===== config.mk =====
export PLATFORM = sky130hd
export DESIGN_NAME = fetch_queue_unit
export DESIGN_NICKNAME = d
export VERILOG_FILES = /design/src/rtl/fetch_queue_unit.sv
export SDC_FILE = /design/constraint.sdc
export NUM_CORES = 1
export LEC_CHECK = 0
export CORE_UTILIZATION = 55
export DETAILED_ROUTE_END_ITERATION = 8
export GPL_ROUTABILITY_DRIVEN = 0
export HOLD_SLACK_MARGIN = 0.05
export PLACE_DENSITY = 0.79
export SETUP_SLACK_MARGIN = 0.5
export SYNTH_ARGS = -nofsm -noshare
export SYNTH_HDL_FRONTEND = slang
export SYNTH_SLANG_ARGS = --single-unit

===== constraint.sdc =====
create_clock -name clk -period 7.9 [get_ports clk]
set_clock_uncertainty 0.1 [all_clocks]
set_input_delay 1.58 -clock clk [delete_from_list [all_inputs] [get_ports clk]]
set_output_delay 1.58 -clock clk [all_outputs]
set_load 0.01 [all_outputs]

===== src/rtl/fetch_queue_unit.sv =====
// Instruction-fetch front end: owns the fetch PC, drives a 1-cycle-latency imem, buffers words in a prefetch queue.
// Optional macro FETCH_PERF_CNT_EN builds the saturating perf_fetched / perf_stall counters.
module fetch_queue_unit #(
   parameter int unsigned DEPTH     = 4,
   parameter logic [31:0] RESET_PC  = 32'h0000_0000,
   parameter logic [31:0] HALT_WORD = 32'hFFFF_FFFF
) (
   input  logic        clk,
   input  logic        reset,
   output logic [31:0] imem_addr,
   output logic        imem_req,
   input  logic [31:0] imem_rdata,
   input  logic        imem_rvalid,
   output logic [31:0] instr_out,
   output logic [31:0] pc_plus4_out,
   output logic        out_valid,
   input  logic        out_ready,
   input  logic        redirect,
   input  logic [31:0] redirect_pc,
   output logic        halted,
   output logic [15:0] perf_fetched,
   output logic [15:0] perf_stall
);
   localparam int unsigned AW = $clog2(DEPTH);
   localparam int unsigned CW = AW + 1;

   localparam logic [1:0] ST_RUN  = 2'd0;
   localparam logic [1:0] ST_FULL = 2'd1;
   localparam logic [1:0] ST_HALT = 2'd2;

   logic [31:0]   r_fetch_pc;
   logic [31:0]   r_req_addr;
   logic [31:0]   r_instr_mem [DEPTH];
   logic [31:0]   r_pc4_mem   [DEPTH];
   logic [AW-1:0] r_rd_ptr;
   logic [AW-1:0] r_wr_ptr;
   logic [CW-1:0] r_count;
   logic          r_in_flight;
   logic          r_discard;
   logic [1:0]    r_state;
   logic [31:0]   r_last_instr;
   logic [31:0]   r_last_pc4;

   logic          w_out_valid;
   logic          w_push;
   logic          w_pop;
   logic          w_halt_in;
   logic          w_issue;
   logic [CW-1:0] w_count_next;

   assign w_out_valid  = (r_count != '0);
   assign w_push       = imem_rvalid && !r_discard && !redirect && !reset;
   assign w_pop        = w_out_valid && out_ready && !redirect && !reset;
   assign w_halt_in    = w_push && (imem_rdata == HALT_WORD);
   assign w_count_next = r_count + CW'(w_push) - CW'(w_pop);

   // A HALT word arriving this cycle already blocks the next request, so nothing is fetched past it.
   assign w_issue = !reset && !redirect && (r_state != ST_HALT) && !w_halt_in
                    && ((r_count + CW'(r_in_flight)) < CW'(DEPTH));

   assign imem_addr    = r_fetch_pc;
   assign imem_req     = w_issue;
   assign out_valid    = w_out_valid;
   assign instr_out    = w_out_valid ? r_instr_mem[r_rd_ptr] : r_last_instr;
   assign pc_plus4_out = w_out_valid ? r_pc4_mem[r_rd_ptr]   : r_last_pc4;
   assign halted       = (r_state == ST_HALT);

   always_ff @(posedge clk) begin
      if (reset) begin
         r_fetch_pc  <= RESET_PC;
         r_req_addr  <= RESET_PC;
         r_rd_ptr    <= '0;
         r_wr_ptr    <= '0;
         r_count     <= '0;
         r_in_flight <= 1'b0;
         r_discard   <= 1'b1;
         r_state     <= ST_RUN;
      end else if (redirect) begin
         r_fetch_pc  <= redirect_pc;
         r_rd_ptr    <= '0;
         r_wr_ptr    <= '0;
         r_count     <= '0;
         r_in_flight <= 1'b0;
         r_discard   <= 1'b1;
         r_state     <= ST_RUN;
      end else begin
         r_discard   <= 1'b0;
         r_in_flight <= w_issue;
         if (w_issue) begin
            r_fetch_pc <= r_fetch_pc + 32'd4;
            r_req_addr <= r_fetch_pc;
         end
         if (w_push) r_wr_ptr <= r_wr_ptr + AW'(1);
         if (w_pop)  r_rd_ptr <= r_rd_ptr + AW'(1);
         r_count <= w_count_next;
         if (r_state == ST_HALT || w_halt_in)
            r_state <= ST_HALT;
         else if ((w_count_next + CW'(w_issue)) == CW'(DEPTH))
            r_state <= ST_FULL;
         else
            r_state <= ST_RUN;
      end
   end

   // NOTE: queue storage has no reset; out_valid gates every read, so stale contents are never observed.
   always_ff @(posedge clk) begin
      if (w_push) begin
         r_instr_mem[r_wr_ptr] <= imem_rdata;
         r_pc4_mem[r_wr_ptr]   <= r_req_addr + 32'd4;
      end
   end

   // Remember the last presented head so the outputs hold steady while the queue is empty.
   always_ff @(posedge clk) begin
      if (reset) begin
         r_last_instr <= '0;
         r_last_pc4   <= '0;
      end else if (w_out_valid) begin
         r_last_instr <= r_instr_mem[r_rd_ptr];
         r_last_pc4   <= r_pc4_mem[r_rd_ptr];
      end
   end

   assert property (@(posedge clk) disable iff (reset)
      !(w_push && !w_pop && (r_count == CW'(DEPTH))))
      else $error("fetch_queue_unit: push into a full queue");

`ifdef FETCH_PERF_CNT_EN
   logic [15:0] r_perf_fetched;
   logic [15:0] r_perf_stall;

   always_ff @(posedge clk) begin
      if (reset) begin
         r_perf_fetched <= '0;
         r_perf_stall   <= '0;
      end else begin
         if (w_push && r_perf_fetched != 16'hFFFF)
            r_perf_fetched <= r_perf_fetched + 16'd1;
         if (w_out_valid && !out_ready && r_perf_stall != 16'hFFFF)
            r_perf_stall <= r_perf_stall + 16'd1;
      end
   end

   assign perf_fetched = r_perf_fetched;
   assign perf_stall   = r_perf_stall;
`else
   assign perf_fetched = 16'd0;
   assign perf_stall   = 16'd0;
`endif

endmodule

==> impl_metrics.yaml <==
die:
  die_width_microns: 173
  pin_count: 200
  die_y_microns: 173
  rows: 62
  core_sq_um: 28700
  start_util_pct: 56.0
  dieArea_sq_um: 29900
clock_tree:
  clock_latency_ns: 0.52
  ctsResizeCount: 0
  clkTransAtPathRegs_ns: 0.06
  cts_tree: "yes"
  clock_path_buffers: 3
  numClockSinks: 397
  hold_buffers: 0
  numCtsBuffers: 41
  cts_setup_buffers: 0
  h-tree-depth: 2
  clockRootBuffer: "clkbuf_16"
sta:
  hold_ws_ns: 0.362
  rsz0062_at_grt: "false"
  finalSetupTns_ns: 0
  max-slew-margin-rel_pct: 30.8
  max_freq_mhz: 165
  hold_viol_final: 0
  worst_slew_pin_slew_ns: 1.04
  setup_viol: 0
  period_minus_slack_ns: 6.06
  post-route-period-util_pct: 76.7
  maxSlewViolCount: 0
worst_setup_path:
  end_kind: "primary output"
  crit_fanout: 51
  startpoint: "redirect"
  start_kind: "input port"
  crit_type: "in2out"
  reg2reg_from: "r_count[1]"
  cp.required_ns: 6.22
  arrival_ns: 4.38
detailed_routing:
  first_pass_iters: 5
  drt-initial-drc-count: 818
  vias: 9627
  wl_microns: 34700
  routedWlPerCell_microns: 20.7
  via_per_inst: 5.73
  drc: 0
  antenna_left: 0
cells_and_area:
  layout_commonest_cell: "edfxtp_1"
  layout-drive-gt1-share_pct: 17.6
  nNetsFinal: 1342
  antenna_cells: 0
  most-common-layout-cells: "edfxtp_1, clkdlybuf4s50_1, dfxtp_1, nand2_1, nor2b_1"
  area_growth_pct: 20.0
  nFillCells: 1956
global_routing:
  grt_util_all_layers_pct: 23.6
  antenna_found_initial: 0
  grt_max_degree: 82
  grt_pass1_vias: 9757
  grt-ovfl-total: 0
  grt_pass1_wl_microns: 55000
yosys:
  synth_area_sq_um: 16100
  ys_ff_latch: 397
  synth_edf_count: 256
  yosysUniqueCellTypes: 65
  seq_area_frac_synth_pct: 65.4
  avgSynthCellArea_sq_um: 14.6
  yosys_warnings: 0
  async_flop_share_pct: 0
  syn_inst: 1098
  synth-main-ff-cell: "edfxtp_1"
placement:
  port_buffers: 167
  place_hpwl_microns: 21800
min_path:
  hold_start: "r_req_addr[30]"
  hp-class: "reg2reg"
power:
  p_leak_nw: 6.48
  vdd_drop_max_v: 0.000126
  p_per_area_nw_per_um2: 225
outcome:
  run_status: "finished, final reports clean"
flow_run:
  max_cap_viol_count: 0
## worst paths after layout
kind,endpoint,slack (ns),cells past startpoint
setup / recovery,imem_req,1.84,7
hold / removal,r_req_addr[30],0.36,2
setup reg to reg,r_state[0],4.63,9
hold reg to reg,r_req_addr[30],0.36,2
## kinds of logic (layout without fill, tap and decap cells)
kind of cell	after synthesis	count (layout)	synth area share [%]
fa+ha+maj	11	11	0.903
other cells	1	32	0.0233
flops	397	397	65.4
xor+xnor	46	46	2.51
simple gates	316	316	10.5
buf+inv	105	271	3.49
mux	131	131	13.6
compound gates	91	91	3.54
## metal layers
layer | track usage [%] | wire length, microns | vias up | part of all wire, %
met5 | 0 | 0 | - | 0
met4 | 6.93 | 816 | 0 | 2.4
met3 | 3.76 | 2360 | 60 | 6.8
met2 | 38.6 | 16800 | 415 | 48
met1 | 32.8 | 14700 | 4789 | 42
li1 | - | - | 4363 | -
## cell usage after synthesis, types with 11 or more instances
cell type / instances / area [sq um]
a21oi_1: 39 / 195
and3_1: 13 / 81.3
buf_2: 19 / 95.1
buf_4: 36 / 270
clkbuf_1: 26 / 97.6
dfxtp_1: 141 / 2820
edfxtp_1: 256 / 7690
inv_1: 16 / 60.1
mux2_2: 64 / 721
mux4_2: 64 / 1440
nand2_1: 112 / 420
nand3_1: 28 / 140
nand4_1: 19 / 119
nor2_1: 23 / 86.3
nor2b_1: 65 / 407
o21ai_0: 11 / 55.1
xnor2_1: 34 / 298
xor2_1: 12 / 105
## area by class of cell
cell class / instances / area (sq um) / share of cell area [%]
flip-flops and latches: 397 / 10500 / 54.5
multi-input cells: 627 / 5130 / 26.6
repair buffers: 177 / 1740 / 9.04
clock buffers: 59 / 1220 / 6.31
well taps: 384 / 480 / 2.49
clock inverters: 17 / 144 / 0.745
inverters: 18 / 67.6 / 0.350
## stage by stage
step	utilization, %	cells	total power, mW	worst slack [ns]	area, sq um
2_1_floorplan	-	1129	2.37	3.44	16200
3_3_place_gp	62.5	1603	2.46	1.94	17900
3_5_place_dp	62.5	1603	2.46	1.90	17900
4_1_cts	67.2	1679	4.36	1.91	19300
5_1_grt	67.2	1679	4.46	1.64	19300
6_report	67.2	1679	4.34	1.84	19300
## report_power, final
part,internal (mW),switching (mW)
combinational,0.0809,0.0906
clock,1.14,0.775
sequential,2.22,0.0295
## flip-flops by register name (all words and copies together) (netlist names), named ones only
signal and count:
imem_addr 32, r_count 3, r_discard 1, r_in_flight 1, r_instr_mem 128, r_last_instr 32
r_last_pc4 32, r_pc4_mem 128, r_rd_ptr 2, r_req_addr 32, r_state 2, r_wr_ptr 2
## worst max-delay path, cell delays in order
cell	delay [ns]
clkdlybuf4s50_1	0.39
buf_4	0.24
nor2_4	0.36
nand3_1	0.20
nand2b_2	0.24
inv_2	0.65
clkdlybuf4s50_1	0.69
Note: power is estimated with default switching activity, not from simulation.
